[src/rtl/image_uart_sender.sv]
// Streams one frame from a frame buffer to a UART transmitter, one byte per pixel,
// in raster order, using the top 8 bits of each pixel.
module image_uart_sender #(
    parameter int unsigned BIT_DEPTH    = 8,
    parameter int unsigned WIDTH        = 64,
    parameter int unsigned HEIGHT       = 64,
    parameter int unsigned BRAM_LATENCY = 2,
    localparam int unsigned NPIX        = WIDTH * HEIGHT,
    localparam int unsigned ADDR_W      = (NPIX > 1) ? $clog2(NPIX) : 1
) (
    input  logic                 clk_in,
    input  logic                 rst_in,
    input  logic                 start_in,
    output logic [ADDR_W-1:0]    addr_out,
    output logic                 read_en_out,
    input  logic [BIT_DEPTH-1:0] pixel_in,
    output logic [7:0]           tx_data_out,
    output logic                 tx_start_out,
    input  logic                 tx_done_in,
    output logic                 busy_out,
    output logic                 done_out
);

    localparam int unsigned LAT_W = $clog2(BRAM_LATENCY + 2);
    localparam logic [ADDR_W-1:0] LAST_ADDR = ADDR_W'(NPIX - 1);
    localparam logic [LAT_W-1:0]  LAT_MAX   = LAT_W'(BRAM_LATENCY);

    typedef enum logic [2:0] {
        IDLE    = 3'd0,
        READ    = 3'd1,
        WAIT_RD = 3'd2,
        SEND    = 3'd3,
        WAIT_TX = 3'd4,
        DONE    = 3'd5
    } state_t;

    state_t            state_q, state_d;
    logic [ADDR_W-1:0] addr_q, addr_d;
    logic [LAT_W-1:0]  lat_q, lat_d;
    logic [7:0]        data_q, data_d;
    logic              rd_en_q, rd_en_d;
    logic              tx_start_q, tx_start_d;
    logic              busy_q, busy_d;
    logic              done_q, done_d;

    // Next-state logic; the latency counter is zero in READ and counts up to the capture cycle.
    always_comb begin
        state_d = state_q;
        addr_d  = addr_q;
        lat_d   = lat_q;
        data_d  = data_q;

        case (state_q)
            IDLE: begin
                if (start_in) begin
                    state_d = READ;
                    addr_d  = '0;
                    lat_d   = '0;
                end
            end
            READ, WAIT_RD: begin
                if (lat_q == LAT_MAX) begin
                    data_d  = pixel_in[BIT_DEPTH-1 -: 8];
                    lat_d   = '0;
                    state_d = SEND;
                end else begin
                    lat_d   = lat_q + LAT_W'(1);
                    state_d = WAIT_RD;
                end
            end
            SEND: begin
                state_d = WAIT_TX;
            end
            WAIT_TX: begin
                if (tx_done_in) begin
                    if (addr_q == LAST_ADDR) begin
                        state_d = DONE;
                    end else begin
                        addr_d  = addr_q + ADDR_W'(1);
                        lat_d   = '0;
                        state_d = READ;
                    end
                end
            end
            DONE: begin
                state_d = IDLE;
                addr_d  = '0;
            end
            default: begin
                state_d = IDLE;
                addr_d  = '0;
                lat_d   = '0;
            end
        endcase

        // Outputs are registered as a decode of the next state.
        rd_en_d    = (state_d == READ);
        tx_start_d = (state_d == SEND);
        done_d     = (state_d == DONE);
        busy_d     = (state_d == READ) || (state_d == WAIT_RD) ||
                     (state_d == SEND) || (state_d == WAIT_TX);
    end

    always_ff @(posedge clk_in) begin
        if (rst_in) begin
            state_q    <= IDLE;
            addr_q     <= '0;
            lat_q      <= '0;
            data_q     <= '0;
            rd_en_q    <= 1'b0;
            tx_start_q <= 1'b0;
            busy_q     <= 1'b0;
            done_q     <= 1'b0;
        end else begin
            state_q    <= state_d;
            addr_q     <= addr_d;
            lat_q      <= lat_d;
            data_q     <= data_d;
            rd_en_q    <= rd_en_d;
            tx_start_q <= tx_start_d;
            busy_q     <= busy_d;
            done_q     <= done_d;
        end
    end

    assign addr_out     = addr_q;
    assign read_en_out  = rd_en_q;
    assign tx_data_out  = data_q;
    assign tx_start_out = tx_start_q;
    assign busy_out     = busy_q;
    assign done_out     = done_q;

endmodule

[config.mk]
export PLATFORM = sky130hd
export DESIGN_NAME = image_uart_sender
export DESIGN_NICKNAME = d
export VERILOG_FILES = /design/src/rtl/image_uart_sender.sv
export SDC_FILE = /design/constraint.sdc
export NUM_CORES = 1
export LEC_CHECK = 0
export ABC_AREA = 1
export CAP_MARGIN = 10
export CORE_UTILIZATION = 44
export DETAILED_ROUTE_END_ITERATION = 16
export PLACE_DENSITY = 0.72
export SYNTH_ARGS = -nofsm -noshare
export SYNTH_HDL_FRONTEND = slang
export SYNTH_SLANG_ARGS = --single-unit
[constraint.sdc]
create_clock -name clk_in -period 1.5 [get_ports clk_in]
set_clock_uncertainty 0.05 [all_clocks]
set_input_delay 0.3 -clock clk_in [delete_from_list [all_inputs] [get_ports clk_in]]
set_output_delay 0.3 -clock clk_in [all_outputs]
set_load 0.05 [all_outputs]
After elaboration in Yosys (flattened, before gate mapping)
Cells that the tools add are included.

Flip-flop bits (word level): 29. Bits of input ports: 12. Output and inout bits: 24. Logic and storage cells: 51.

Add/sub/neg operators: 2. Eq/ne operators: 15. Mux-type cells: 14. Bitwise gates (word level): 2. Reductions and logical operators: 10.

Operators with widths (number): 2-to-1 mux 12 bit (3); case mux 12 bit (3 select lines) (1); adder 12 x 1 -> 12 bit, second input constant (1); == test 12 bit, second input constant (1); == test 3 x 2 -> 1 bit, second input constant (4); == test 3 bit, second input constant (4); case mux 3 bit (4 select lines) (1); 2-to-1 mux 3 bit (3); 2-to-1 mux 2 bit (4); case mux 2 bit (4 select lines) (1); AND reduction 4 bit (2); == test 3 x 1 -> 1 bit, second input constant (2); inequality test 2 bit, second input constant (3); OR reduction 2 bit (2); zero test 3 bit (1); logical OR 1 bit (3); OR reduction 3 bit (1); adder 2 x 1 -> 2 bit, second input constant (1); == test 2 bit, second input constant (1); inverter 1 bit (2); AND reduction 2 bit (1); 2-to-1 mux 1 bit (1).

Depth between registers and ports, before layout
Depth after elaboration: 8. Depth in mapped cells: 10.

Worst setup path before layout
No wires, ideal clock.

Kind: register to register. Start: register addr_q[0], in the netlist addr_out[0]. End: register addr_q[2], in the netlist addr_out[2]. Library setup time: 70 ps. Arrival time: 1842 ps. Required time: 1380 ps. Slack: -462 ps. Cell stages (with the launch flop): 9. Buffers on the path: 1. Path through: dfxtp_1 ha_1 nand3_1 nor2_4 nand2_4 nand3_4 buf_8 nand2_1 a21oi_2.

Word-level cells in the longest chain between the ends: 4.

RTL lines: start, declared (RTL line 38) `logic [ADDR_W-1:0] addr_q, addr_d;`; start signal, assigned (RTL line 116) `addr_q <= addr_d;`; adder 12 x 1 -> 12 bit (RTL line 79) `addr_d = addr_q + ADDR_W'(1);`; 2-to-1 mux 12 bit (RTL line 76) `if (addr_q == LAST_ADDR) begin`; 2-to-1 mux 12 bit (RTL line 75) `if (tx_done_in) begin`; case mux 12 bit (3 select lines) (RTL line 53) `case (state_q)`.

Parallel ways exist; a longest one is shown, timed or not. The select of a mux whose other input is x is not followed. A chain may end at the register's enable or synchronous reset.

Worst setup path in the final report
Start: register state_q[0]. End: register done_q, in the netlist done_out.

Word-level cells in the longest chain between the ends: 4.

RTL lines: start, declared (RTL line 37) `state_t state_q, state_d;`; start signal, assigned (RTL line 115) `state_q <= state_d;`; == test 3 x 1 -> 1 bit / == test 3 x 2 -> 1 bit (equally long branches) (RTL line 53); OR reduction 2 bit (RTL line 53); case mux 3 bit (4 select lines) * (RTL line 53); == test 3 bit * (RTL line 99) `done_d = (state_d == DONE);`; end signal, assigned (RTL line 122) `done_q <= done_d;`; end, declared (RTL line 44) `logic done_q, done_d;`.

Every way passes the cells marked *; elsewhere a longest branch is shown, timed or not.

==> results by group <==
STA
  • Setup TNS: 0 ns
  • Rel. slew slack: 0.696
  • Max Slew Vio Count: 0
  • Crit share post-route: 0.991
  • Final hold vios: 0
  • Max Fclk: between 0.6 and 0.7 GHz
  • Tmin final: 1.49 ns
  • Slew @ Worst Pin: between 0.4 and 0.5 ns
  • RSZ-0062 raised after global routing: yes
  • Final worst slack: 0.0139 ns
  • Endpoints failing setup: 0

Setup path
  • CP peak stage delay: 0.38 ns
  • WP buf/inv: 2
  • Startpoint types: register
  • Worst setup path category: reg2reg
  • Critical-path top delay cell: dfxtp_4
  • WP data required: 1.70 ns
  • CP Cell Sequence: nor2_4 > buf_4 > nor3_4 > nand3_2 > buf_6 > nand2_2 > nand2_2 > nor3b_2
  • CP Data Arrival Time: 1.69 ns
  • Max FO, Critical Path: 6
  • Crit-path leading delay family: simple AND/OR/NAND/NOR gates
  • Crit. End Element: register
  • CP dominant cell by count: nand2_2

Placement
  • Placer congestion estimate: 0.813
  • I/O Buffers: 35
  • Pre-CTS setup slack: -0.184 ns
  • Dpl cells: 308
  • Hpwl dp: 2770 um

Detailed routing
  • 1st-pass router iterations: 5
  • DRC Markers: 0
  • Final WL: ~4300 um
  • Number of DRC markers in iteration 0: 76
  • Avg Vias per Cell: 5.00
  • DRT antenna net count: 0
  • Via count: roughly 1.6k
  • Drt wl/cell: 13.1 um

Synthesis
  • Dominant cells by area after synthesis: dfxtp_1, nand2_1, nor2_1, inv_1, o21ai_0
  • Avg Synthesized Cell Area: 6.85 um2
  • Syn Std Cell Area: 1480 um2
  • Post-synthesis cell type count: 27
  • Flops & latches, synth: 29
  • Synth Instances: 216
  • Synth top area share: 0.392
  • Syn nets: approximately 230
  • Dominant cell type by area after synthesis: dfxtp_1
  • Seq/Total Area, Yosys: 0.392
  • Synth Warn #: 0

Outcome
  • Outcome: completed

Cells and area
  • # nets final: 297
  • Area Overhead vs Synth: 69.8%
  • Filler cell count: 206
  • Non-Filler Instances: 329
  • Layout cells sized above 1: 0.375
  • Post-layout util: 0.804
  • Diode count: 0
  • Register Area: 612 um2
  • Multi-input combinational cell area: between 800 and 900 um2

Die
  • Num rows: 20
  • Starting Density: 0.473
  • Io pins: 36
  • Core area: 3130 um2
  • Die area: around 3600 um2
  • Die extent in y: about 60 um
  • Die width: approximately 60 um

Clocking
  • Clock latency on the worst-skew pair: roughly 0.33 ns
  • CTS Hold Bufs: 0
  • CTS buffer count: 5
  • CTS Sinks: 29
  • CTS tree: done
  • Htree depth: 2
  • Clock-pin slew on the worst setup and hold paths: roughly 0.09 ns
  • CTS Root Cell: clkbuf_4
  • CTS Buffer Depth: 2

Global routing
  • First-pass GRT wire length: 6170 um
  • Grt ovf: 0
  • Largest net degree at the start of global routing: 16
  • Initial antenna violation count: 0
  • Total GRT Usage: 0.233
  • Number of global-route vias before repair: roughly 1.4k

Power
  • PD cells: between 600 and 700 nW/um2
  • Cell-internal power: 1130 uW
  • Logic gate share of total power: 0.224
  • Sequential Power Share: 0.499
  • Power Total: 1630 uW
  • Leak Pwr: about 0.0011 uW
  • Switching pwr: 495 uW
  • Clock share of power: 0.276
  • Maximum VDD drop: 0.583 mV
  • Sw Share: 0.304

Worst hold path
  • Worst hold path class: reg2reg

Run
  • Max-Cap Viols: 0
repair_timing:
| action | CTS | global route |
|---|---|---|
| gates cloned | 1 | 1 |
| endpoints found under the setup margin | 10 | 24 |
| pin swaps | 5 | 13 |
| gates resized for setup | 9 | 19 |
| buffers inserted | 1 | 10 |
worst reg2reg max path: cells and delay by family (launching register included):
kind	cells	cell delay, ns
buffers and inverters	2	0.29
and+or+nand+nor	6	0.69
DFF	1	0.38
area by class of cell:
class,instances,area share
tap,44,0.0219
clock inverter,2,0.00398
clock buffer,6,0.0164
timing repair buffer,66,0.334
multi-input combinational,154,0.334
inverter,28,0.0453
sequential,29,0.243
final timing paths:
path,slack [ns],endpoint,from,cells past startpoint
worst max-delay path,0.01,done_out,state_q[0],8
worst min-delay path,0.44,lat_q[1],lat_q[0],2
worst max register to register,0.01,done_out,state_q[0],8
worst min register to register,0.44,lat_q[1],lat_q[0],2
metal layers:
metal | track usage | up-vias | share of wire
li1 | - | 810 | -
met1 | 0.259 | 777 | 0.42
met2 | 0.406 | 52 | 0.51
met3 | 0.0714 | 7 | 0.054
met4 | 0.103 | 0 | 0.016
met5 | 0 | - | 0
layout by cell type, fill, tap and decap left out:
| master | synthesis | layout |
|---|---|---|
| buf_6 | 1 | 2 |
| clkbuf_1 | 3 | 1 |
| o21bai_1 | 1 | 1 |
| o21ai_1 | 0 | 2 |
| xnor2_1 | 3 | 3 |
| xor2_1 | 3 | 3 |
| clkbuf_4 | 0 | 5 |
| buf_12 | 0 | 25 |
| nor2_4 | 2 | 4 |
| nand3_2 | 0 | 4 |
| dfxtp_2 | 0 | 10 |
| dfxtp_4 | 0 | 5 |
| dfxtp_1 | 29 | 14 |
| nand2_4 | 1 | 3 |
| inv_1 | 27 | 23 |
| buf_2 | 1 | 1 |
| nand4_1 | 4 | 4 |
| buf_4 | 0 | 27 |
| a21oi_2 | 6 | 6 |
| nand3_1 | 8 | 4 |
| o211ai_1 | 1 | 1 |
| nand3_4 | 1 | 2 |
| ha_4 | 0 | 1 |
| nand2_1 | 55 | 51 |
| nand2_2 | 1 | 3 |
| nor3_4 | 0 | 1 |
| clkdlybuf4s50_1 | 0 | 11 |
| clkinvlp_4 | 0 | 1 |
| nor3_1 | 1 | 1 |
| inv_4 | 0 | 2 |
| o21ai_0 | 13 | 11 |
| nor3b_2 | 1 | 1 |
| a21oi_1 | 6 | 6 |
| nor2_1 | 43 | 42 |
| clkinv_2 | 0 | 2 |
| inv_2 | 1 | 2 |
power by group through the flow:
stage                     Sequential, uW  Combinational [uW]  Clock (uW)
after floorplan                      874                 126           0
after global placement               827                 311           0
after detailed placement             828                 319           0
after CTS                            813                 333         455
after global routing                 816                 393         499
final                                813                 365         450
state kept, by name, summed over array words and instances, names as in the netlist:
signal and cells:
done_out 1, read_en_out 1, addr_out 12, tx_data_out 8, state_q 3, tx_start_out 1, lat_q 2, busy_out 1
per-stage QoR:
| stage | hold WS, ns | cell area, um2 |
|---|---|---|
| after floorplan | 0.404 | 1520 |
| after global placement | 0.417 | 2270 |
| after detailed placement | 0.425 | 2270 |
| after CTS | 0.439 | 2360 |
| after global routing | 0.458 | 2510 |
| final | 0.437 | 2510 |
synthesized netlist by cell type, drive strengths merged:
master   n
nor2    46
xnor2    3
o21ai   13
nor3     2
o211ai   1
nor3b    1
nand2   57
buf      3
clkbuf   3
nand4    4
dfxtp   29
ha       1
a21oi   12
xor2     3
nand3    9
inv     28
o21bai   1
cells by family after synthesis:
family / count (synthesis) / share of synthesized area
AO/OA/AOI/OAI: 27 / 0.110
XOR/XNOR: 6 / 0.0355
adder cells (fa/ha/maj): 1 / 0.00845
buffers and inverters: 34 / 0.0997
flip-flops: 29 / 0.392
AND/OR/NAND/NOR: 119 / 0.354
(Power assumes the default switching activity.)
